`config.mk`:
```
export PLATFORM = sky130hd
export DESIGN_NAME = apb_initiator
export DESIGN_NICKNAME = d
export VERILOG_FILES = /design/src/rtl/apb_initiator.sv
export SDC_FILE = /design/constraint.sdc
export NUM_CORES = 1
export LEC_CHECK = 0
export ABC_AREA = 1
export ABC_CLOCK_PERIOD_IN_PS = 1200
export CAP_MARGIN = 20
export CORE_ASPECT_RATIO = 0.75
export CORE_UTILIZATION = 37
export CTS_BUF_LIST = sky130_fd_sc_hd__clkbuf_4
export DETAILED_ROUTE_END_ITERATION = 10
export PLACE_DENSITY = 0.75
export SYNTH_ARGS = -nofsm -noshare
export SYNTH_HDL_FRONTEND = slang
export SYNTH_SLANG_ARGS = --single-unit
```
`constraint.sdc`:
```
create_clock -name pclk_i -period 1.2 [get_ports pclk_i]
set_input_delay 0.12 -clock pclk_i [delete_from_list [all_inputs] [get_ports pclk_i]]
set_output_delay 0.12 -clock pclk_i [all_outputs]
set_load 0.05 [all_outputs]
```
`src/rtl/apb_initiator.sv`:
```
// ---------------------------------------------------------------------------
// apb_initiator
//
// Purpose:
//   Turns a valid/ready request/response port into single APB transfers.
//   One transfer is outstanding at a time and always walks
//   IDLE -> SETUP -> ACCESS -> RESP. A new request is accepted only in IDLE,
//   so responses come back strictly in request order.
//
// Optional feature (macro APB_INITIATOR_TIMEOUT_EN):
//   When defined, an ACCESS phase that sees pready_i low for TIMEOUT_CYCLES
//   cycles is abandoned. The transfer then completes with rsp_slverr_o = 1
//   and rsp_rdata_o = '0. A pready_i that arrives in the limit cycle still
//   wins. Without the macro ACCESS waits indefinitely.
//
// Ports:
//   pclk_i, preset_ni        clock, asynchronous active-low reset
//   req_valid_i/req_ready_o  request handshake (ready only in IDLE)
//   req_addr_i, req_write_i, req_wdata_i, req_strb_i, req_prot_i
//                            request payload, sampled on acceptance
//   rsp_valid_o/rsp_ready_i  response handshake
//   rsp_rdata_o, rsp_slverr_o
//                            response payload ('0 read data for writes)
//   paddr_o, pprot_o, psel_o, penable_o, pwrite_o, pwdata_o, pstrb_o
//                            APB initiator outputs
//   pready_i, prdata_i, pslverr_i
//                            APB completer inputs, used only in ACCESS
// ---------------------------------------------------------------------------
module apb_initiator #(
  parameter int ADDR_WIDTH     = 32,
  parameter int DATA_WIDTH     = 32,
  parameter int TIMEOUT_CYCLES = 256
) (
  input  logic                    pclk_i,
  input  logic                    preset_ni,
  input  logic                    req_valid_i,
  output logic                    req_ready_o,
  input  logic [ADDR_WIDTH-1:0]   req_addr_i,
  input  logic                    req_write_i,
  input  logic [DATA_WIDTH-1:0]   req_wdata_i,
  input  logic [DATA_WIDTH/8-1:0] req_strb_i,
  input  logic [2:0]              req_prot_i,
  output logic                    rsp_valid_o,
  input  logic                    rsp_ready_i,
  output logic [DATA_WIDTH-1:0]   rsp_rdata_o,
  output logic                    rsp_slverr_o,
  output logic [ADDR_WIDTH-1:0]   paddr_o,
  output logic [2:0]              pprot_o,
  output logic                    psel_o,
  output logic                    penable_o,
  output logic                    pwrite_o,
  output logic [DATA_WIDTH-1:0]   pwdata_o,
  output logic [DATA_WIDTH/8-1:0] pstrb_o,
  input  logic                    pready_i,
  input  logic [DATA_WIDTH-1:0]   prdata_i,
  input  logic                    pslverr_i
);

  // Parameter sanity checks, evaluated at elaboration.
  if (DATA_WIDTH % 8 != 0) begin : g_chk_data_width
    $error("apb_initiator: DATA_WIDTH must be a multiple of 8");
  end
  if (ADDR_WIDTH < 1) begin : g_chk_addr_width
    $error("apb_initiator: ADDR_WIDTH must be >= 1");
  end
  if (TIMEOUT_CYCLES < 1) begin : g_chk_timeout
    $error("apb_initiator: TIMEOUT_CYCLES must be >= 1");
  end

  typedef enum logic [1:0] {
    ST_IDLE,
    ST_SETUP,
    ST_ACCESS,
    ST_RESP
  } state_t;

  state_t                    r_state;
  state_t                    w_next;
  logic                      w_timeout;
  logic [ADDR_WIDTH-1:0]     r_paddr;
  logic [2:0]                r_pprot;
  logic                      r_pwrite;
  logic [DATA_WIDTH-1:0]     r_pwdata;
  logic [DATA_WIDTH/8-1:0]   r_pstrb;
  logic [DATA_WIDTH-1:0]     r_rdata;
  logic                      r_slverr;

`ifdef APB_INITIATOR_TIMEOUT_EN
  localparam int CNT_W = $clog2(TIMEOUT_CYCLES + 1);

  logic [CNT_W-1:0] r_count;

  // r_count holds the number of wait cycles already seen in this ACCESS, so
  // the current wait cycle is the limit one when r_count == TIMEOUT_CYCLES-1.
  always_ff @(posedge pclk_i or negedge preset_ni) begin
    if (!preset_ni) begin
      r_count <= '0;
    end else if (r_state == ST_SETUP) begin
      r_count <= '0;
    end else if (r_state == ST_ACCESS && !pready_i) begin
      r_count <= r_count + CNT_W'(1);
    end
  end

  assign w_timeout = (r_state == ST_ACCESS) && !pready_i &&
                     (r_count == CNT_W'(TIMEOUT_CYCLES - 1));
`else
  assign w_timeout = 1'b0;
`endif

  always_ff @(posedge pclk_i or negedge preset_ni) begin
    if (!preset_ni) begin
      r_state <= ST_IDLE;
    end else begin
      r_state <= w_next;
    end
  end

  always_comb begin
    w_next = r_state;
    case (r_state)
      ST_IDLE:   if (req_valid_i) w_next = ST_SETUP;
      ST_SETUP:  w_next = ST_ACCESS;
      ST_ACCESS: if (pready_i || w_timeout) w_next = ST_RESP;
      ST_RESP:   if (rsp_ready_i) w_next = ST_IDLE;
      default:   w_next = ST_IDLE;
    endcase
  end

  // APB payload is captured once on acceptance and then held, which keeps it
  // stable through wait states and after the transfer. Reads carry no strobes.
  always_ff @(posedge pclk_i or negedge preset_ni) begin
    if (!preset_ni) begin
      r_paddr  <= '0;
      r_pprot  <= '0;
      r_pwrite <= 1'b0;
      r_pwdata <= '0;
      r_pstrb  <= '0;
      r_rdata  <= '0;
      r_slverr <= 1'b0;
    end else begin
      if (r_state == ST_IDLE && req_valid_i) begin
        r_paddr  <= req_addr_i;
        r_pprot  <= req_prot_i;
        r_pwrite <= req_write_i;
        r_pwdata <= req_wdata_i;
        r_pstrb  <= req_write_i ? req_strb_i : '0;
      end
      if (r_state == ST_ACCESS) begin
        if (pready_i) begin
          r_rdata  <= r_pwrite ? '0 : prdata_i;
          r_slverr <= pslverr_i;
        end else if (w_timeout) begin
          r_rdata  <= '0;
          r_slverr <= 1'b1;
        end
      end
    end
  end

  assign req_ready_o  = (r_state == ST_IDLE);
  assign psel_o       = (r_state == ST_SETUP) || (r_state == ST_ACCESS);
  assign penable_o    = (r_state == ST_ACCESS);
  assign rsp_valid_o  = (r_state == ST_RESP);
  assign rsp_rdata_o  = r_rdata;
  assign rsp_slverr_o = r_slverr;
  assign paddr_o      = r_paddr;
  assign pprot_o      = r_pprot;
  assign pwrite_o     = r_pwrite;
  assign pwdata_o     = r_pwdata;
  assign pstrb_o      = r_pstrb;

endmodule

```
==> impl_metrics.yaml <==
status:
  status: "finished with violations"
  violations: "DRC, setup timing"
job:
  maxCapViolations: 0
layout:
  final_nets: 887
  area_growth_pct: 125.3
  layout_common_cells: "nand2_1, buf_12, clkdlybuf4s50_1"
  diodes: 0
  fillers: 531
  drive_gt1_share_pct: 40.18
  mostFrequentLayoutCell: "nand2_1"
timing:
  clock.fmax_mhz: 663.0
  fin_skew_ps: 19.09
  final_max_slew_viol_count: 0
  relSlewSlack_pct: 77.80
  setup_viol: 139
  tightest_slew_ps: 332.9
  setup_ws_ps: -308.3
  finalCriticalPeriod_ps: 1508
  grt_setup_unrepaired: "true"
  fin_crit_sh_pct: 125.7
  hold_violations: 0
  finalHoldWorstSlack_ps: 72.11
grt:
  grt_pass1_vias: 4503
  antenna_found_initial: 0
  grt_max_degree: 40
  track_usage_pct: 26.75
  overflow: 0
  grt_first_pass_wirelength_mm: 23.74
yosys:
  synth_cell_types: 15
  synth_edf_count: 0
  synth_seq_cells: 107
  synth_area_leaders: "dfrtp_1, nand2_1, o21ai_0"
  syn_nets: 584
  yosysTopAreaCell: "dfrtp_1"
  syn_avg_cell_area_sq_um: 8.910
  synthCells: 471
  yosysSeqAreaShare_pct: 63.80
  synth_top_area_share_pct: 63.80
  synth.cell_area_sq_mm: 0.004197
  synth_warnings: 0
  async_flop_share_pct: 100.0
  ys.flop_type: "dfrtp_1"
critical_path:
  cp_cell_sequence: "inv_2 > ha_4 > buf_4 > nand2_8 > inv_12 > bufbuf_16 > nand2_1 > nand2_1"
  cp_slowest_cell: "dfrtp_2"
  critPathKind: "flop to flop"
  crit_arrival_ps: 1870
  critPathMostFrequentCell: "nand2_1"
  timing.rr.start: "r_state[1]"
  regToRegSetupSlack_ps: -310
  crit_required_ps: 1560
  endpoint_kind: "flop"
  rr_worst_depth: 8
  cp_max_fo: 8
  r2r_end: "pwdata_o[31]"
  cpPeakStageDelay_ps: 460
  startpoint_type: "flop"
routing:
  wl_per_cell_um: 18.99
  vias_per_cell: 4.942
  drtIter0Drc: 239
  final_antenna_net_count: 0
  first_pass_iters: 8
  vias: 4542
  drc: 30
  wirelength_mm: 17.45
pwr:
  p_leak_nw: 4.592
  ir_worst_vdd_mv: 1.959
  power_density_mw_per_mm2: 3196
clock_network:
  cts.sinks: 107
  cts_tree: "yes"
  worstSkewPairLatency_ps: 470
  numCtsBuffers: 9
  htreeDepth: 3
  clockRootBuffer: "clkbuf_4"
  cts_buffer_depth: 2
  clk_pin_slew_ps: 160
die:
  core_sq_mm: 0.01098
  die_y_um: 94.23
  rows: 33
  start_util_pct: 38.21
  dieArea_sq_mm: 0.01178
  dieWidth_um: 125.0
  pin_count: 219
worst_hold_path:
  hp-class: "input port to async pin"
placement:
  dpl.hpwl_mm: 9.442
  io_buffers: 218
  place.gp.congestion: 0.7710
  post-place-ws_ps: -98.19
==> logic make-up after synthesis <==
group	after synthesis	share of synthesized area (%)
buf+inv	34	4.711
flops	107	63.80
simple gates	290	26.18
fa+ha+maj	3	0.8945
compound gates	37	4.413
==> area by class of cell <==
class                      count  area, sq um  share of cell area [%]
tap                          140        175.2                   1.852
timing repair buffer         316         4669                   49.38
inverter                       9        46.29                  0.4895
clock inverter                 7        100.1                   1.058
clock buffer                   9        67.56                  0.7145
sequential                   107         2685                   28.39
timing repair inverter         1        8.758                 0.09262
multi-input combinational    330         1704                   18.02
==> through the flow <==
step	std cells	util, %	area, sq um	total power [W]	setup TNS, ps
floorplan	471	-	4303	0.01477	-10250
global placement	822	70.57	7751	0.02352	-1071
detailed placement	822	70.57	7751	0.02387	-3793
CTS	883	79.79	8763	0.02818	-27830
global route	919	86.10	9457	0.03124	-37310
finish	919	86.10	9457	0.03022	-26170
==> where the power goes <==
part | switching, W | internal (W) | total [W]
Combinational | 0.0105 | 0.0105 | 0.0210
Sequential | 0.00189 | 0.00521 | 0.00710
Clock | 0.00126 | 0.000865 | 0.00212
Total | 0.0137 | 0.0166 | 0.0302
==> cells in the mapped netlist (2+ instances only) <==
cell type,count
buf_2,14
buf_4,2
buf_6,6
clkbuf_1,2
dfrtp_1,107
ha_1,3
inv_1,8
nand2_1,285
nand3_1,2
nand4_1,2
o21ai_0,20
o21ai_1,17
==> sequential cells by signal, summed over array words and instances (netlist names) <==
register,cells
paddr_o,32
pwdata_o,32
rsp_rdata_o,32
pstrb_o,4
pprot_o,3
r_state,2
pwrite_o,1
rsp_slverr_o,1
==> routing by layer <==
layer / wire length [um] / vias to the layer above / GRT usage (%)
li1: - / 2059 / -
met1: 6433 / 2232 / 30.66
met2: 9182 / 212 / 46.93
met3: 1445 / 39 / 8.713
met4: 389 / 0 / 10.06
met5: 0 / - / 0
==> worst max-delay path, delay by kind of cell (launching register included) <==
family | cells | cell delay [ps]
buffers and inverters | 4 | 550
adder cells (fa/ha/maj) | 1 | 160
AND/OR/NAND/NOR | 3 | 250
flip-flops | 1 | 460
==> timing repair <==
action | in CTS | in global routing
gates cloned | 16 | 5
endpoints found under the setup margin | 213 | 216
setup buffers | 29 | 33
resized for setup | 35 | 102
endpoints found under the hold margin | 107 | 0
pin swaps | 5 | 22
hold buffers | 1 | 0
==> how the worst max path moves through the flow <==
stage	from	endpoint	slack (ps)	cells after the start
2_1_floorplan	r_state[1]	paddr_o[10]	-130	7
3_3_place_gp	r_state[1]	pstrb_o[3]	-40	5
3_5_place_dp	r_state[1]	paddr_o[12]	-100	6
4_1_cts	r_state[1]	psel_o	-340	3
5_1_grt	r_state[1]	req_ready_o	-380	4
6_report	r_state[1]	pwdata_o[31]	-310	8
No activity file was read; power rests on OpenSTA's default activity.
